<file path="config.mk">
export PLATFORM = sky130hd
export DESIGN_NAME = ram_arbiter_flat
export DESIGN_NICKNAME = d
export VERILOG_FILES = /design/src/rtl/ram_arbiter_pkg.sv /design/src/rtl/ram_arbiter_if.sv /design/src/rtl/ram_arbiter_rr_arb2.sv /design/src/rtl/ram_arbiter.sv /design/src/flat_wrapper.sv
export SDC_FILE = /design/constraint.sdc
export NUM_CORES = 1
export LEC_CHECK = 0
export BUFFER_PORTS_ARGS = -buffer_cell sky130_fd_sc_hd__buf_2
export CORE_AREA = 8 8 90 92
export DETAILED_ROUTE_END_ITERATION = 7
export DIE_AREA = 0 0 98 100
export PLACE_DENSITY = 0.83
export SLEW_MARGIN = 0
export SYNTH_ARGS = -nofsm -noshare
export SYNTH_HDL_FRONTEND = slang
export SYNTH_SLANG_ARGS = --single-unit
</file>
<file path="constraint.sdc">
create_clock -name m_clock -period 2.8 [get_ports m_clock]
set_input_delay 0.28 -clock m_clock [delete_from_list [all_inputs] [get_ports m_clock]]
set_output_delay 0.28 -clock m_clock [all_outputs]
set_load 0.01 [all_outputs]
</file>
<file path="src/rtl/ram_arbiter_pkg.sv">
// ram_arb_pkg: shared definitions for the RAM arbiter/sequencer.
//   ADDR_W_DEFAULT : default RAM word-address width (512 words)
//   state_t        : sequencer states IDLE / RD / MRG / WR
//   PORT_I, PORT_D : port identifiers used for grant/owner tracking
//   be_merge()     : byte-enable merge of a new word into an old word
package ram_arb_pkg;

  localparam int ADDR_W_DEFAULT = 9;

  typedef enum logic [1:0] {
    IDLE = 2'd0,
    RD   = 2'd1,
    MRG  = 2'd2,
    WR   = 2'd3
  } state_t;

  localparam logic PORT_I = 1'b0;
  localparam logic PORT_D = 1'b1;

  // Byte n of the result comes from new_word when be[n] is set, else old_word.
  function automatic logic [31:0] be_merge(input logic [31:0] old_word,
                                           input logic [31:0] new_word,
                                           input logic [3:0]  be);
    logic [31:0] merged;
    merged = old_word;
    for (int b = 0; b < 4; b++) begin
      if (be[b]) merged[8*b +: 8] = new_word[8*b +: 8];
    end
    return merged;
  endfunction

endpackage

</file>
<file path="src/rtl/ram_arbiter_if.sv">
// ram_arbiter_if: core-side memory ports (instruction fetch + data).
//   i_req/i_addr        -> fetch request, byte address
//   i_ack/i_rdata       <- fetch completion pulse and data
//   d_req/d_we/d_be/d_addr/d_wdata -> data request (read, write, masked write)
//   d_ack/d_rdata       <- data completion pulse and read data
// master = the core, slave = the arbiter.
interface ram_arbiter_if;
  logic        i_req;
  logic [31:0] i_addr;
  logic        i_ack;
  logic [31:0] i_rdata;

  logic        d_req;
  logic        d_we;
  logic [3:0]  d_be;
  logic [31:0] d_addr;
  logic [31:0] d_wdata;
  logic        d_ack;
  logic [31:0] d_rdata;

  modport master (
    output i_req, i_addr, d_req, d_we, d_be, d_addr, d_wdata,
    input  i_ack, i_rdata, d_ack, d_rdata
  );

  modport slave (
    input  i_req, i_addr, d_req, d_we, d_be, d_addr, d_wdata,
    output i_ack, i_rdata, d_ack, d_rdata
  );
endinterface

</file>
<file path="src/rtl/ram_arbiter_rr_arb2.sv">
// rr_arb2: two-requester round-robin arbiter.
//   clk, srst   : clock, synchronous active-high reset
//   req_i/req_d : requests from the fetch and data ports
//   update_en   : commit the current grant into last_grant
//   grant_valid : at least one request present
//   grant_port  : PORT_I or PORT_D (meaningful when grant_valid)
module rr_arb2
  import ram_arb_pkg::*;
(
  input  logic clk,
  input  logic srst,
  input  logic req_i,
  input  logic req_d,
  input  logic update_en,
  output logic grant_valid,
  output logic grant_port
);

  logic last_grant_reg;

  always_comb begin
    grant_valid = req_i | req_d;
    if (req_i && req_d) begin
      // Tie: the port that did not win last time gets it.
      grant_port = (last_grant_reg == PORT_I) ? PORT_D : PORT_I;
    end else begin
      grant_port = req_d ? PORT_D : PORT_I;
    end
  end

  always_ff @(posedge clk) begin
    if (srst) begin
      last_grant_reg <= PORT_I;
    end else if (update_en && grant_valid) begin
      last_grant_reg <= grant_port;
    end
  end

endmodule

</file>
<file path="src/rtl/ram_arbiter.sv">
// ram_arbiter: shares a single-port 512x32 RAM between instruction fetch
// (read only) and the data port (read, full write, byte-masked write done
// as read-modify-write).
//   m_clock, p_reset : clock, synchronous active-high reset
//   bus              : core-side fetch/data ports (slave modport)
//   ram_addr/ram_data/ram_rden/ram_wren : RAM drive
//   ram_q            : RAM read data, valid the cycle after ram_rden
// Requests are accepted only in IDLE; the RAM command for the accepted
// request is issued combinationally in that same cycle (C0), so every
// transaction completes with its ack in C1.
module ram_arbiter
  import ram_arb_pkg::*;
#(
  parameter int ADDR_W = ADDR_W_DEFAULT
)
(
  input  logic              m_clock,
  input  logic              p_reset,
  ram_arbiter_if.slave      bus,
  output logic [ADDR_W-1:0] ram_addr,
  output logic [31:0]       ram_data,
  output logic              ram_rden,
  output logic              ram_wren,
  input  logic [31:0]       ram_q
);

  state_t            state_reg;
  logic              owner_reg;
  logic [ADDR_W-1:0] addr_reg;

  logic              grant_valid;
  logic              grant_port;
  logic              accept;
  logic [ADDR_W-1:0] win_index;
  logic              win_write;
  logic              win_full;

  // Byte offset and bits above the RAM size are ignored (2 KiB aliasing).
  logic unused_addr_bits;
  assign unused_addr_bits = ^{bus.i_addr[31:ADDR_W+2], bus.i_addr[1:0],
                              bus.d_addr[31:ADDR_W+2], bus.d_addr[1:0]};

  assign win_index = (grant_port == PORT_D) ? bus.d_addr[ADDR_W+1:2]
                                            : bus.i_addr[ADDR_W+1:2];
  assign win_write = (grant_port == PORT_D) && bus.d_we;
  assign win_full  = win_write && (bus.d_be == 4'hF);
  assign accept    = (state_reg == IDLE) && grant_valid && !p_reset;

  rr_arb2 u_arb (
    .clk         (m_clock),
    .srst        (p_reset),
    .req_i       (bus.i_req),
    .req_d       (bus.d_req),
    .update_en   (accept),
    .grant_valid (grant_valid),
    .grant_port  (grant_port)
  );

  // Read data is a straight pass-through; only meaningful alongside an ack.
  assign bus.i_rdata = ram_q;
  assign bus.d_rdata = ram_q;

  always_ff @(posedge m_clock) begin
    if (p_reset) begin
      state_reg <= IDLE;
      owner_reg <= PORT_I;
      addr_reg  <= '0;
    end else begin
      case (state_reg)
        IDLE: begin
          if (grant_valid) begin
            addr_reg  <= win_index;
            owner_reg <= grant_port;
            if (!win_write)    state_reg <= RD;
            else if (win_full) state_reg <= WR;
            else               state_reg <= MRG;
          end
        end
        default: state_reg <= IDLE;
      endcase
    end
  end

  // RAM drive and acks. Reset suppresses everything so an in-flight
  // transaction is dropped without an ack or a merge write.
  always_comb begin
    ram_rden  = 1'b0;
    ram_wren  = 1'b0;
    ram_addr  = addr_reg;
    ram_data  = '0;
    bus.i_ack = 1'b0;
    bus.d_ack = 1'b0;
    if (p_reset) begin
      ram_addr = '0;
    end else begin
      case (state_reg)
        IDLE: begin
          if (grant_valid) begin
            ram_addr = win_index;
            if (win_full) begin
              ram_wren = 1'b1;
              ram_data = bus.d_wdata;
            end else begin
              // Reads and masked writes both start with a RAM read.
              ram_rden = 1'b1;
            end
          end
        end
        RD: begin
          if (owner_reg == PORT_I) bus.i_ack = 1'b1;
          else                     bus.d_ack = 1'b1;
        end
        MRG: begin
          ram_wren  = 1'b1;
          ram_data  = be_merge(ram_q, bus.d_wdata, bus.d_be);
          bus.d_ack = 1'b1;
        end
        WR: begin
          bus.d_ack = 1'b1;
        end
        default: ;
      endcase
    end
  end

endmodule

</file>
<file path="src/flat_wrapper.sv">
// flat-port wrapper written by rule: the top's interface ports become plain ports
module ram_arbiter_flat import ram_arb_pkg::*;
#(
  parameter int ADDR_W = ADDR_W_DEFAULT
)
  (m_clock, p_reset, ram_addr, ram_data, ram_rden, ram_wren, ram_q, bus_i_req, bus_i_addr, bus_d_req, bus_d_we, bus_d_be, bus_d_addr, bus_d_wdata, bus_i_ack, bus_i_rdata, bus_d_ack, bus_d_rdata);
  ram_arbiter_if bus_i ();
  input  logic m_clock;
  input  logic p_reset;
  output logic [ADDR_W-1:0] ram_addr;
  output logic [31:0] ram_data;
  output logic ram_rden;
  output logic ram_wren;
  input  logic [31:0] ram_q;
  input wire logic [$bits(bus_i.i_req)-1:0] bus_i_req;
  input wire logic [$bits(bus_i.i_addr)-1:0] bus_i_addr;
  input wire logic [$bits(bus_i.d_req)-1:0] bus_d_req;
  input wire logic [$bits(bus_i.d_we)-1:0] bus_d_we;
  input wire logic [$bits(bus_i.d_be)-1:0] bus_d_be;
  input wire logic [$bits(bus_i.d_addr)-1:0] bus_d_addr;
  input wire logic [$bits(bus_i.d_wdata)-1:0] bus_d_wdata;
  output wire logic [$bits(bus_i.i_ack)-1:0] bus_i_ack;
  output wire logic [$bits(bus_i.i_rdata)-1:0] bus_i_rdata;
  output wire logic [$bits(bus_i.d_ack)-1:0] bus_d_ack;
  output wire logic [$bits(bus_i.d_rdata)-1:0] bus_d_rdata;
  assign bus_i.i_req = bus_i_req;
  assign bus_i.i_addr = bus_i_addr;
  assign bus_i.d_req = bus_d_req;
  assign bus_i.d_we = bus_d_we;
  assign bus_i.d_be = bus_d_be;
  assign bus_i.d_addr = bus_d_addr;
  assign bus_i.d_wdata = bus_d_wdata;
  assign bus_i_ack = bus_i.i_ack;
  assign bus_i_rdata = bus_i.i_rdata;
  assign bus_d_ack = bus_i.d_ack;
  assign bus_d_rdata = bus_i.d_rdata;
  ram_arbiter #(.ADDR_W(ADDR_W)) u_core (.m_clock(m_clock), .p_reset(p_reset), .bus(bus_i), .ram_addr(ram_addr), .ram_data(ram_data), .ram_rden(ram_rden), .ram_wren(ram_wren), .ram_q(ram_q));
endmodule
</file>
; Yosys cells after proc, flatten, opt, wreduce, memory -nomap -nowiden
; Index checks and enable logic that the tools add are counted.
[totals]
ff_bits = 13
latch_bits = 0
mem_bits_rw = 0
mem_bits_ro = 0
in_bits = 137
out_inout_bits = 109
elab_cells = 52
n_memories = 0
[op_classes]
addsub = 0
mul = 0
div_mod_pow = 0
n_lt_le_gt_ge = 0
n_eq_ne = 4
shift = 0
mux = 31
bitwise_logic = 2
reduce_logical = 11
[ops]
columns = op, count
row1 = 32-bit two-way mux, 3
row2 = 32-bit one-hot mux with 2 select lines, 1
row3 = 9-bit two-way mux, 4
row4 = 8-bit two-way mux, 4
row5 = 1-bit two-way mux, 16
row6 = 1-bit logical AND, 6
row7 = 2-bit equality test (second input constant), 2
row8 = 4-bit equality test (second input constant), 1
row9 = 1-bit one-hot mux with 2 select lines, 2
row10 = 2-bit OR reduction, 2
row11 = 2-bit by 1-bit equality test with 1-bit output (second input constant), 1
row12 = 2-bit zero test, 1
row13 = 2-bit two-way mux, 1
row14 = 2-bit AND reduction, 1
row15 = 1-bit zero test, 1
row16 = 1-bit inverter, 1
row17 = 1-bit bitwise OR, 1

; Longest topological paths before layout
[logic_depth]
depth_word = 8
mapped_depth = 6
mapped_depth_nobuf = 3

; By module
; Synthesis repeated with hierarchy kept, for this count alone.
[unflattened]
cells_unflattened = 174
area_unflattened_um2 = 1531.5
[modules_own_cells]
columns = mod, n_inst, cells_per_inst, area_per_inst_um2, seq_area_each_um2
row1 = ram_arbiter, 1, 168, 1471.4, 240.2
row2 = rr_arb2, 1, 6, 60.1, 20.0

; Worst setup path after synthesis
; OpenSTA, ideal clock, no wires.
[synth_timing]
path_kind = reg-to-output
start = reg u_core.state_reg[1]
end = out ram_data[30]
arrival_time_ns = 1.446
required_time_ns = 2.520
path_slack_ns = 1.074
stages_incl_launch_ff = 6
path_buffers = 3
path_cell_list = dfxtp_1 > buf_2 > or3b_2 > buf_2 > buf_4 > o22ai_1
[synth_via]
elab_chain_cells = 3
elab_cells_between_ends = 4
classes_between = 1 x eq/ne / 2 x mux / 1 x reduce/logical
[synth_rtl]
columns = element, line
row1 = from (decl), ram_arbiter.sv:27  ; state_t state_reg;
row2 = from (signal assigned), ram_arbiter.sv:65  ; state_reg <= IDLE;
row3 = from (signal assigned), ram_arbiter.sv:74  ; if (!win_write) state_reg <= RD;
row4 = from (signal assigned), ram_arbiter.sv:75  ; else if (win_full) state_reg <= WR;
row5 = 2-bit equality test / 2-bit zero test (equally long branches), ram_arbiter.sv:96  ; case (state_reg)
row6 = 32-bit one-hot mux with 2 select lines *, ram_arbiter.sv:96
row7 = 32-bit two-way mux *, ram_arbiter.sv:93  ; if (p_reset) begin
row8 = to (decl), flat_wrapper.sv:11  ; output logic [31:0] ram_data;
; Every way passes the cells marked *; elsewhere a longest branch is shown, timed or not.

; Worst setup path in the final report
[layout_timing]
start = reg u_core.u_arb.last_grant_reg
end = out ram_data[9]
[layout_via]
elab_chain_cells = 8
[layout_rtl]
columns = element, line
row1 = from (decl), ram_arbiter_rr_arb2.sv:19  ; logic last_grant_reg;
row2 = from (signal assigned), ram_arbiter_rr_arb2.sv:35  ; last_grant_reg <= grant_port;
row3 = 1-bit two-way mux, ram_arbiter_rr_arb2.sv:25  ; grant_port = (last_grant_reg == PORT_I) ? PORT_D : PORT_I;
row4 = 1-bit two-way mux, ram_arbiter_rr_arb2.sv:23  ; if (req_i && req_d) begin
row5 = 1-bit logical AND, ram_arbiter.sv:45  ; assign win_write = (grant_port == PORT_D) && bus.d_we;
row6 = 1-bit logical AND, ram_arbiter.sv:46  ; assign win_full = win_write && (bus.d_be == 4'hF);
row7 = 32-bit two-way mux, ram_arbiter.sv:100  ; if (win_full) begin
row8 = 32-bit two-way mux, ram_arbiter.sv:98  ; if (grant_valid) begin
row9 = 32-bit one-hot mux with 2 select lines, ram_arbiter.sv:96
row10 = 32-bit two-way mux, ram_arbiter.sv:93
; Every way passes these cells.

==> flow_summary.json <==
{
  "routed_wl_um": 8000,
  "yosys-top-cells-area": "buf_4 23%, o22ai_2 18%, mux2i_1 15%, dfxtp_1 12%, nand3_1 7.6%",
  "setup_viol": 0,
  "synth_compound_area_share_pct": 27.1,
  "min_to": "u_core.state_reg[0]$_SDFFE_PP0N_",
  "rsz0062_at_grt": "false",
  "layout-drive-gt1-share_pct": 63.9,
  "cpPeakStageDelay_ns": 0.70,
  "combPwrFrac_pct": 50.4,
  "clockRootBuffer": "clkbuf_8",
  "min_path_cells": 2,
  "arrival_ns": 2.20,
  "placed_cell_area_um2": 2610,
  "dr.pass1.iters": 4,
  "vdd_drop_max_mv": 0.276,
  "synth_top_family_by_area": "buffers and inverters",
  "dr_wl_met2_um": 3940,
  "grt_pass1_wl_um": 12500,
  "synth_xor_area_share_pct": 0,
  "avgViaCountPerCell": 5.11,
  "cp-start-kind": "flop",
  "met3_length_um": 998,
  "timing.final.max_slew_violations": 0,
  "routed-via-count": 2335,
  "synth_top_area_share_pct": 23.1,
  "clock_latency_ns": 0.24,
  "initial_core_util_pct": 31.8,
  "clock_path_buffers": 2,
  "ant_nets": 0,
  "slew_headroom_pct": 28.7,
  "die_y_um": 100,
  "synth_flop_cell": "dfxtp_1",
  "fmax_mhz": 404,
  "hp-start": "bus_d_we",
  "timing.final.crit_share_pct": 88.4,
  "cts_hold_buf": 0,
  "synth_nets": 396,
  "fillers": 696,
  "internal-power_w": 0.000471,
  "power.switching_w": 0.000287,
  "critPathBufInv": 2,
  "portBuffers": 199,
  "fin_skew_ns": 0.00247,
  "synth-warning-count": 0,
  "reg2reg_depth": 2,
  "die-area_um2": 9800,
  "synth_top_area_cell": "buf_4",
  "wl_met1_um": 2970,
  "synth.most_common_cell": "buf_4",
  "ys_seq_area_share_pct": 12.3,
  "r2r-end": "u_core.addr_reg[0]$_DFF_P_",
  "ys_ff_latch": 13,
  "max_cap_violations": 0,
  "crit_fanout": 21,
  "grt_pass1_vias": 2412,
  "critPathRequiredTime_ns": 2.52,
  "synth_edf_count": 0,
  "drc": 0,
  "htreeDepth": 1,
  "fin_area_um2": 2650,
  "async_flop_share_pct": 0,
  "grtUsageTotal_pct": 15.1,
  "antenna_found_initial": 2,
  "crit_slowest_cell": "or3_2",
  "cp-end-kind": "output pin",
  "clockPowerShare_pct": 21.1,
  "yosys.cell_types.count": 30,
  "syn_inst": 259,
  "cts-buffers-inserted": 3,
  "hold_viol": 0,
  "synth-simple-area-share_pct": 14.7,
  "gr-total-overflow": 0,
  "crit_chain": "a21bo_1 > or3_2 > buf_4 > o22ai_2 > buf_2",
  "status": "finished, final reports clean",
  "wl_per_cell_um": 17.5,
  "nNetsFinal": 515,
  "power.density_nw_per_um2": 286,
  "synth_area_per_cell_um2": 8.14,
  "drt_iter0_drc": 41,
  "clock_sinks": 13,
  "die_w_um": 98,
  "synth-adder-area-share_pct": 0,
  "cts_setup_buffers": 0,
  "path_clk_slew_ns": 0.05,
  "synth.mux.area_fraction_pct": 15.2,
  "timing.rr.start": "u_core.state_reg[0]$_SDFFE_PP0N_",
  "worst_pin_slew_ns": 1.07,
  "core_area_um2": 6640,
  "cts.repair.resized": 0,
  "grt_max_degree": 34,
  "hpwl_um": 6690,
  "areaGrowthSynthToFinish_pct": 25.7,
  "largest_register_ffs": 9,
  "fin_tns_setup_ns": 0,
  "cts_tree": "built",
  "gp_congestion": 0.902,
  "hp-class": "primary input to flop",
  "pwr-share-seq_pct": 28.4,
  "setup.worst_path.class": "flop to output pin",
  "min_period_ns": 2.48,
  "ff2ff_setup_slack_ns": 1.18,
  "crit_family": "simple AND/OR/NAND/NOR gates",
  "diodes": 0,
  "p_sw_share_pct": 37.9,
  "rows": 30,
  "top_layer_used": "met5",
  "ioPinCount": 246,
  "syn_area_um2": 2110,
  "power.leakage_nw": 1.41,
  "synth_common_cells": "65 x buf_4, 32 x mux2i_1, 32 x nand3_1"
}
## worst max path at each step
| stage | start | end | slack, ns | cells after the start |
|---|---|---|---|---|
| finish | u_core.u_arb.last_grant_reg$_SDFFE_PP0P_ | ram_data[9] | 0.32 | 5 |
| global route | u_core.u_arb.last_grant_reg$_SDFFE_PP0P_ | ram_data[16] | 0.23 | 5 |
| CTS | u_core.u_arb.last_grant_reg$_SDFFE_PP0P_ | ram_data[16] | 0.29 | 5 |
| detailed placement | bus_d_req | ram_data[16] | 0.45 | 6 |
| global placement | bus_d_req | ram_data[16] | 0.49 | 6 |
| floorplan | u_core.state_reg[1]$_SDFFE_PP0N_ | ram_data[30] | 1.07 | 5 |
## cell type report
cell class                      count  area [um2]  share of cell area (%)
Sequential cell                    13         260                    9.81
Tap cell                           80         100                    3.77
Inverter                            1        3.75                   0.142
Multi-Input combinational cell    155        1210                    45.6
Clock buffer                        4        45.0                    1.70
Timing Repair Buffer              204        1030                    39.0
## stage by stage
stage	hold WS, ns	instances	util, %	setup WS (ns)	power, W
2_1_floorplan	0.352	259	-	1.07	0.000487
3_3_place_gp	0.477	453	39.2	0.486	0.000592
3_5_place_dp	0.502	453	39.2	0.447	0.000604
4_1_cts	0.265	457	39.9	0.293	0.000766
5_1_grt	0.277	457	39.9	0.225	0.000814
6_report	0.266	457	39.9	0.324	0.000758
## worst reg2reg max path: stages (launching register included)
cell	delay [ns]
dfxtp_1	0.38
nor3_1	0.81
a311oi_1	0.24
## layer usage
| metal | track usage, % | vias up |
|---|---|---|
| li1 | - | 1116 |
| met1 | 15.5 | 1062 |
| met2 | 27.6 | 142 |
| met3 | 7.13 | 11 |
| met4 | 2.64 | 4 |
| met5 | 0 | - |
## cell families (layout without fill, tap and decap cells)
logic type / count (synthesis) / after routing
AOI/OAI and AO/OA: 59 / 59
and+or+nand+nor: 64 / 64
muxes: 32 / 32
buffers and inverters: 91 / 209
DFF: 13 / 13
## placed cells by master, fill, tap and decap left out
cell type	n
buf_4	5
a31oi_1	1
a21bo_1	1
nand2_1	20
mux2i_1	32
or3_2	1
nor3_1	1
nand4_1	1
clkbuf_1	1
nor2_1	3
o21ai_0	1
o22ai_1	2
nand3_1	32
nor3_4	1
o31ai_1	1
a21boi_0	1
and3_1	1
inv_1	1
or2_2	1
buf_2	199
nor2b_1	1
nor4b_1	1
a21oi_1	12
o22ai_2	30
dfxtp_1	13
a311oi_1	10
clkbuf_8	3
or3b_2	1
## power groups by stage
stage               Sequential (W)  Clock, W  Combinational, W
finish                    0.000216  0.000160          0.000382
global route              0.000219  0.000178          0.000418
global placement          0.000218         0          0.000374
detailed placement        0.000219         0          0.000385
CTS                       0.000215  0.000165          0.000386
floorplan                 0.000214         0          0.000274
Note: power is estimated with default switching activity, not from simulation.
